$ cat src/rtl/ptmch_spi_rx.sv
// rtl/ptmch_spi_rx.sv - SPI mode-0 ADDR+DATA frame receiver with valid/ready write port
// Optional trailing even-parity bit enabled by defining PTMCH_SPI_PARITY_EN.
`timescale 1ns/1ps

module ptmch_spi_rx #(
  parameter int SYNC_STAGES = 2,
  parameter int ADDR_W      = 8,
  parameter int DATA_W      = 16
) (
  input  logic              CLK160M,
  input  logic              RESET,
  input  logic              SPI_CS,
  input  logic              SPI_CLK,
  input  logic              SPI_MOSI,
  output logic              WR_VALID,
  input  logic              WR_READY,
  output logic [ADDR_W-1:0] WR_ADDR,
  output logic [DATA_W-1:0] WR_DATA,
  output logic              FRM_ERR,
  output logic              OVF_ERR,
  output logic              BUSY
);

`ifdef PTMCH_SPI_PARITY_EN
  localparam int PAR_BITS = 1;
`else
  localparam int PAR_BITS = 0;
`endif
  localparam int FRAME_BITS = ADDR_W + DATA_W + PAR_BITS;
  localparam int CNT_W      = $clog2(FRAME_BITS + 2);
  localparam logic [CNT_W-1:0] CNT_FULL = CNT_W'(FRAME_BITS);
  localparam logic [CNT_W-1:0] CNT_SAT  = CNT_W'(FRAME_BITS + 1);
  localparam int FL_W = $clog2(SYNC_STAGES + 2);
  localparam logic [FL_W-1:0] FL_MAX = FL_W'(SYNC_STAGES + 1);

  typedef enum logic [1:0] {S_IDLE, S_SHIFT, S_CHECK} state_t;

  logic [SYNC_STAGES-1:0] cs_sync, clk_sync, mosi_sync;
  logic                   cs_q, clk_q;
  logic [FL_W-1:0]        flush_cnt;
  logic                   armed;
  logic                   cs_s, clk_s, mosi_s;
  logic                   sclk_rise, cs_fall, cs_rise;

  state_t                  state;
  logic [CNT_W-1:0]        bit_cnt, cnt_next;
  logic [FRAME_BITS-1:0]   shreg, sh_next;
  logic                    parity_ok;

  // The CS preset would look like a falling edge if CS is already low when
  // RESET drops; armed blocks that until CS has genuinely been seen high.
  always_ff @(posedge CLK160M) begin
    if (RESET) begin
      cs_sync   <= '1;
      clk_sync  <= '0;
      mosi_sync <= '0;
      cs_q      <= 1'b1;
      clk_q     <= 1'b0;
      flush_cnt <= '0;
      armed     <= 1'b0;
    end else begin
      cs_sync   <= {cs_sync[SYNC_STAGES-2:0], SPI_CS};
      clk_sync  <= {clk_sync[SYNC_STAGES-2:0], SPI_CLK};
      mosi_sync <= {mosi_sync[SYNC_STAGES-2:0], SPI_MOSI};
      cs_q      <= cs_s;
      clk_q     <= clk_s;
      if (flush_cnt != FL_MAX)
        flush_cnt <= flush_cnt + 1'b1;
      else if (cs_s)
        armed <= 1'b1;
    end
  end

  assign cs_s      = cs_sync[SYNC_STAGES-1];
  assign clk_s     = clk_sync[SYNC_STAGES-1];
  assign mosi_s    = mosi_sync[SYNC_STAGES-1];
  assign sclk_rise = clk_s & ~clk_q;
  assign cs_fall   = armed & cs_q & ~cs_s;
  assign cs_rise   = cs_s & ~cs_q;

  // A bit arriving with cs_rise is shifted before the count is judged.
  always_comb begin
    cnt_next = bit_cnt;
    sh_next  = shreg;
    if (sclk_rise) begin
      sh_next = {shreg[FRAME_BITS-2:0], mosi_s};
      if (bit_cnt != CNT_SAT)
        cnt_next = bit_cnt + 1'b1;
    end
  end

`ifdef PTMCH_SPI_PARITY_EN
  assign parity_ok = ~^shreg;
`else
  assign parity_ok = 1'b1;
`endif

  always_ff @(posedge CLK160M) begin
    if (RESET) begin
      state    <= S_IDLE;
      bit_cnt  <= '0;
      shreg    <= '0;
      WR_VALID <= 1'b0;
      WR_ADDR  <= '0;
      WR_DATA  <= '0;
      FRM_ERR  <= 1'b0;
      OVF_ERR  <= 1'b0;
      BUSY     <= 1'b0;
    end else begin
      FRM_ERR <= 1'b0;
      OVF_ERR <= 1'b0;
      if (WR_VALID && WR_READY)
        WR_VALID <= 1'b0;

      case (state)
        S_IDLE: begin
          if (cs_fall) begin
            state   <= S_SHIFT;
            bit_cnt <= '0;
            BUSY    <= 1'b1;
          end
        end
        S_SHIFT: begin
          bit_cnt <= cnt_next;
          shreg   <= sh_next;
          if (cs_rise) begin
            if (cnt_next == CNT_FULL) begin
              state <= S_CHECK;
            end else begin
              FRM_ERR <= 1'b1;
              state   <= S_IDLE;
              BUSY    <= 1'b0;
            end
          end
        end
        S_CHECK: begin
          state <= S_IDLE;
          BUSY  <= 1'b0;
          if (!parity_ok) begin
            FRM_ERR <= 1'b1;
          end else if (WR_VALID && !WR_READY) begin
            OVF_ERR <= 1'b1;
          end else begin
            WR_ADDR  <= shreg[FRAME_BITS-1 -: ADDR_W];
            WR_DATA  <= shreg[PAR_BITS +: DATA_W];
            WR_VALID <= 1'b1;
          end
        end
        default: begin
          state <= S_IDLE;
          BUSY  <= 1'b0;
        end
      endcase
    end
  end

endmodule
$ cat config.mk
export PLATFORM = sky130hd
export DESIGN_NAME = ptmch_spi_rx
export DESIGN_NICKNAME = d
export VERILOG_FILES = /design/src/rtl/ptmch_spi_rx.sv
export SDC_FILE = /design/constraint.sdc
export NUM_CORES = 1
export LEC_CHECK = 0
export CORE_MARGIN = 2
export CORE_UTILIZATION = 45
export DETAILED_ROUTE_END_ITERATION = 8
export PLACE_DENSITY = 0.75
export SLEW_MARGIN = 20
export SYNTH_ARGS = -nofsm -noshare
export SYNTH_HDL_FRONTEND = slang
export SYNTH_SLANG_ARGS = --single-unit
$ cat constraint.sdc
create_clock -name CLK160M -period 1.8 [get_ports CLK160M]
set_input_delay 0.36 -clock CLK160M [delete_from_list [all_inputs] [get_ports CLK160M]]
set_output_delay 0.36 -clock CLK160M [all_outputs]
set_load 0.1 [all_outputs]
Word level (Yosys, flattened, before mapping)
Cells that the tools add are included.

word-level totals
  input port bits = 6
  flip-flop bits (word level) = 70

cells by class
  eq/ne operators = 8
  multiplexer cells = 17
  reductions and logical operators = 13
  $add $sub $neg = 2
  bitwise gates (word level) = 12

operators with widths
  kind                   count
  $mux W5                3
  $pmux W5 S2            1
  $reduce_and A2 Y1      5
  $mux W1                8
  $ne A2 B2 Y1 const B   4
  $not A1 Y1             8
  $mux W2                3
  $add A5 B1 Y5 const B  1
  $eq A5 B5 Y1 const B   1
  $ne A5 B5 Y1 const B   1
  $and A1 B1 Y1          4
  $pmux W2 S2            1
  $reduce_and A3 Y1      1
  $reduce_or A3 Y1       1
  $add A2 B1 Y2 const B  1
  $eq A2 B1 Y1 const B   1
  $eq A2 B2 Y1 const B   1
  $logic_and A1 B1 Y1    2
  $logic_not A2 Y1       1
  $pmux W1 S2            1
  $reduce_bool A2 Y1     1
  $reduce_or A2 Y1       1
  $logic_not A1 Y1       1

Depth between registers and ports, before layout
Gate-level depths: netlist of run 1.

  depth after elaboration = 7
  depth in mapped cells = 7

Worst setup path before layout of run 1
OpenSTA, ideal clock, no wires.

  path type = reg-to-reg
  from = reg WR_VALID
  to = reg WR_ADDR[0]
  buffers on the path = 1
  cell stages (with the launch flop) = 6
  required time = 1.730 ns
  period minus slack after synthesis = 1.925 ns
  path slack = -0.125 ns
  arrival = 1.854 ns
  cells stage by stage = dfxtp_1 nand2b_1 nand3_1 clkbuf_1 nand2_1 a21oi_1

on the way
  longest elaborated chain between the ends = 3

ends and longest elaborated chain
  item                         line  RTL
  from (decl)                  15    output logic WR_VALID,
  from (signal assigned)       103   WR_VALID <= 1'b0;
  from (signal assigned)       113   WR_VALID <= 1'b0;
  from (signal assigned)       146   WR_VALID <= 1'b1;
  $logic_and A1 B1 Y1          141   end else if (WR_VALID && !WR_READY) begin
  $not A1 Y1 (no line)         --
  $reduce_and A2 Y1 (no line)  --
  to (signal assigned)         144   WR_ADDR <= shreg[FRAME_BITS-1 -: ADDR_W];
  to (decl)                    17    output logic [ADDR_W-1:0] WR_ADDR,

No other way between the ends.
A chain may end at the register's enable or synchronous reset.

Worst setup path after layout of run 1
  from = reg bit_cnt[1]
  to = reg state[1]

on the way
  longest elaborated chain between the ends = 7
  elaborated cells between the ends (all ways) = 8
  classes of those cells = add/sub (1); eq/ne (2); mux (5)

ends and longest elaborated chain
  item                                           line    RTL
  from (decl)                                    46      logic [CNT_W-1:0] bit_cnt, cnt_next;
  from (signal assigned)                         124     bit_cnt <= cnt_next;
  $add A5 B1 Y5 or $ne A5 B5 Y1 (tied branches)  88, 87
  $mux W5                                        87      if (bit_cnt != CNT_SAT)
  $mux W5 *                                      85      if (sclk_rise) begin
  $eq A5 B5 Y1 *                                 127     if (cnt_next == CNT_FULL) begin
  $mux W2 *                                      127
  $mux W2 *                                      126     if (cs_rise) begin
  $pmux W2 S2 *                                  115     case (state)
  to (signal assigned)                           118     state <= S_SHIFT;
  to (signal assigned)                           128     state <= S_CHECK;
  to (signal assigned)                           131     state <= S_IDLE;
  to (decl)                                      45      state_t state;

Mark *: on every way between the ends. The rest lies on a longest branch, timed or not. The select of a mux whose other input is x is not followed.

==> Implementation_results.wiki, run 1 <==
{| class="wikitable"
! Metric !! Value
|-
| Outcome || complete, no violations
|-
| Post-synthesis cell type count || 35
|-
| Pwr dens || between 800 and 900 mW/mm^2
|-
| Fillers || 452
|-
| Number of H-tree levels || 3
|-
| Initial antenna violation count || 0
|-
| TritonRoute pass-1 iters || 4
|-
| Final HPWL DP || roughly 3.4 mm
|-
| Wire length of the first global-routing pass || between 8 and 9 mm
|-
| CTS Root Buffer Type || clkbuf_8
|-
| Setup slack of the critical path after layout || about 58 ps
|-
| Vias in the first global route || 2000
|-
| Seq. cell area || roughly 0.0014 sq mm
|-
| Number of endpoints with negative hold slack in the final report || 0
|-
| Skew-Pair Late Insertion Delay || approximately 350 ps
|-
| Post-synth net total || 318
|-
| # clock sinks || 70
|-
| Element type at the critical path start || register
|-
| Die area || approximately 0.0063 sq mm
|-
| Worst clock skew || about 8.7 ps
|-
| Routed wire per std cell || around 12 um
|-
| Number of hold buffers added after cts || 0
|-
| GRT Overall Usage || between 10% and 20%
|-
| Starting Density || about 47%
|-
| Gate count after technology mapping || between 300 and 400
|-
| Maximum number of pins on one net before global-route repair || 40
|-
| Vert. Die Dim || ~80 um
|-
| Critical path endpoint category || register
|-
| Row cnt || 27
|-
| Setup repair after global routing missed its margin || no
|-
| TNS Setup || 0 ps
|-
| Core footprint || 0.005507 sq mm
|-
| Ports placed on the boundary || 34
|-
| Largest fanout of any net on the critical path || 6
|-
| Max cap viols || 0
|-
| Ratio of cells with drive above 1 in the final layout || between 15 and 20%
|-
| Global placement routability congestion || a little under 0.8
|-
| Most common library cell in the layout ignoring fill and taps || nand2_1
|-
| Sequential-to-total area share from yosys stat || between 50% and 60%
|-
| DRC violation count after routing || 0
|-
| Shortest clock period the worst path allows after layout || 1742 ps
|-
| Detailed Route Iter0 Violations || approximately 130
|-
| Transition time at the pin with the least slew margin || ~440 ps
|-
| Maximum vdd ir drop || around 0.00053 V
|-
| Leading cell types in the layout, fill and taps excluded || 99 x nand2_1, 69 x dfxtp_1, 58 x a21oi_1, 30 x buf_12, 10 x clkbuf_8
|-
| Yosys reg bits || 70
|-
| Synth Area per Inst || 8.329 sq um
|-
| Worst min path class || reg2reg
|-
| Pre-CTS WS || 33.62 ps
|-
| Multi-input gate area in the final layout || 0.001084 sq mm
|-
| Crit path required time || ~2100 ps
|-
| Maximum count of clock buffers along a single path || 2
|-
| Post-route ant nets || 0
|-
| Total CTS buffers || 9
|-
| Standby leakage power || 1.243 nW
|-
| Path type of the worst setup path || reg2reg
|-
| Die X-Extent || about 80 um
|-
| Highest Clock Rate || 0.5742 GHz
|-
| Via-per-instance ratio || about 5.1
|-
| Slew HR || 70.85%
|-
| Final Core Density || 63.24%
|-
| Internal reg-to-reg setup slack || 60 ps
|-
| TritonCTS clock tree || yes
|-
| Synth Warn # || 0
|-
| Total count of max-transition violations in the final report || 0
|-
| Clk slew on worst S/H paths || roughly 70 ps
|-
| Post-detailed-routing wire length || a little over 5 mm
|-
| Nets || 350
|-
| Syn Std Cell Area || 0.002574 sq mm
|-
| Total inserted antenna cells || 0
|-
| GRT Residual Overflow || 0
|-
| Area growth from synthesis to layout || 35.29%
|-
| Fin crit share || between 90% and 100%
|-
| Final-report setup violation count || 0
|-
| Crit path DAT || roughly 2000 ps
|-
| Via total after detailed routing || around 2100
|-
| Number of buffer cells added on primary ports || 33
|}
-- final cells by class --
class                   count  share of cell area, %
clock buffers              10                  3.953
clock inverters             5                  1.689
inverters                   5                 0.5390
multi-input cells         214                  31.12
flip-flops and latches     70                  40.28
well taps                  72                  2.587
repair buffers             41                  19.83
-- where the power goes --
part / switching [mW] / internal (mW)
Sequential: 0.0104 / 1.57
Clock: 0.583 / 0.672
Combinational: 0.0506 / 0.0388
-- critical path: stages, from the launching register on --
cell,delay [ps]
dfxtp_1,330
inv_1,80
ha_2,210
nand4b_4,140
a211o_1,320
a222oi_1,410
and2_1,190
-- registers in the layout, summed over array words and instances, names as in the netlist --
| register | flops |
|---|---|
| clk_sync | 2 |
| shreg | 24 |
| clk_q | 1 |
| state | 2 |
| OVF_ERR | 1 |
| FRM_ERR | 1 |
| mosi_sync | 2 |
| cs_q | 1 |
| flush_cnt | 2 |
| BUSY | 1 |
| WR_DATA | 16 |
| bit_cnt | 5 |
| cs_sync | 2 |
| WR_VALID | 1 |
| WR_ADDR | 8 |
| armed | 1 |
-- stage by stage --
step           instance area (sq um)  instances  total power, mW  hold WS, ps
6_report                        3482        417            2.923        408.4
3_5_place_dp                    3283        402            1.705        392.9
4_1_cts                         3480        417            2.953        409.4
5_1_grt                         3482        417            3.037        437.6
3_3_place_gp                    3283        402            1.700        397.1
2_1_floorplan                   2575        309            1.676        389.5
-- final timing paths --
check | start | to | cells after the start
max | bit_cnt[1] | state[1] | 6
min | cs_sync[0] | cs_sync[1] | 1
max reg2reg | bit_cnt[1] | state[1] | 6
min reg2reg | cs_sync[0] | cs_sync[1] | 1
-- kinds of logic after synthesis --
group | synth area share [%]
DFF | 54.45
and+or+nand+nor | 23.58
buffers and inverters | 3.841
adders and majority gates | 1.459
xor gates and xnor gates | 1.021
AOI/OAI and AO/OA | 15.27
muxes | 0.3889
-- timing repair --
action	CTS	global route
resized for setup	0	1
setup endpoints to repair	0	3
setup buffers	0	0
-- per-layer routing --
metal,GRT usage [%],wire length [um]
met5,0,0
met4,10.86,127
met3,3.733,158
met2,30.17,2522
met1,20.85,2268
-- cells in the mapped netlist, drive strengths merged --
master | instances | share of area (%)
or3 | 2 | 0.49
a311o | 1 | 0.39
nand4 | 3 | 0.73
o31a | 1 | 0.34
mux2i | 1 | 0.39
inv | 5 | 0.73
o2bb2ai | 1 | 0.34
a21o | 1 | 0.34
ha | 3 | 1.5
nor2 | 5 | 0.73
a21boi | 1 | 0.29
dfxtp | 70 | 54
a21oi | 58 | 11
nor4b | 1 | 0.34
clkbuf | 14 | 2.0
o32ai | 1 | 0.34
buf | 6 | 1.1
nand3 | 2 | 0.39
nor2b | 7 | 1.7
nand4b | 1 | 0.92
or2 | 3 | 0.73
xnor2 | 1 | 0.34
nand2 | 99 | 14
nand2b | 4 | 0.97
a222oi | 1 | 0.39
or3b | 1 | 0.34
o2111ai | 1 | 0.34
nor3 | 5 | 0.97
and3b | 1 | 0.34
o21ai | 3 | 0.58
xor2 | 2 | 0.68
a211o | 1 | 0.34
and2 | 2 | 0.49
o21bai | 1 | 0.29
Power figures use the tool's default switching activity.
==> run 2, diff against run 1 <==
--- a/config.mk
+++ b/config.mk
@@ -5,6 +5,7 @@
 export SDC_FILE = /design/constraint.sdc
 export NUM_CORES = 1
 export LEC_CHECK = 0
+export CAP_MARGIN = 20
 export CORE_MARGIN = 2
 export CORE_UTILIZATION = 45
 export DETAILED_ROUTE_END_ITERATION = 8
==> results of run 2 <==
The final DEF is identical to that of run 1; final timing and power are the same.
==> run 3, diff against run 2 <==
--- a/config.mk
+++ b/config.mk
@@ -5,7 +5,7 @@
 export SDC_FILE = /design/constraint.sdc
 export NUM_CORES = 1
 export LEC_CHECK = 0
-export CAP_MARGIN = 20
+export CAP_MARGIN = 15
 export CORE_MARGIN = 2
 export CORE_UTILIZATION = 45
 export DETAILED_ROUTE_END_ITERATION = 8
==> results of run 3 <==
The final DEF is identical to that of run 1; final timing and power are the same.
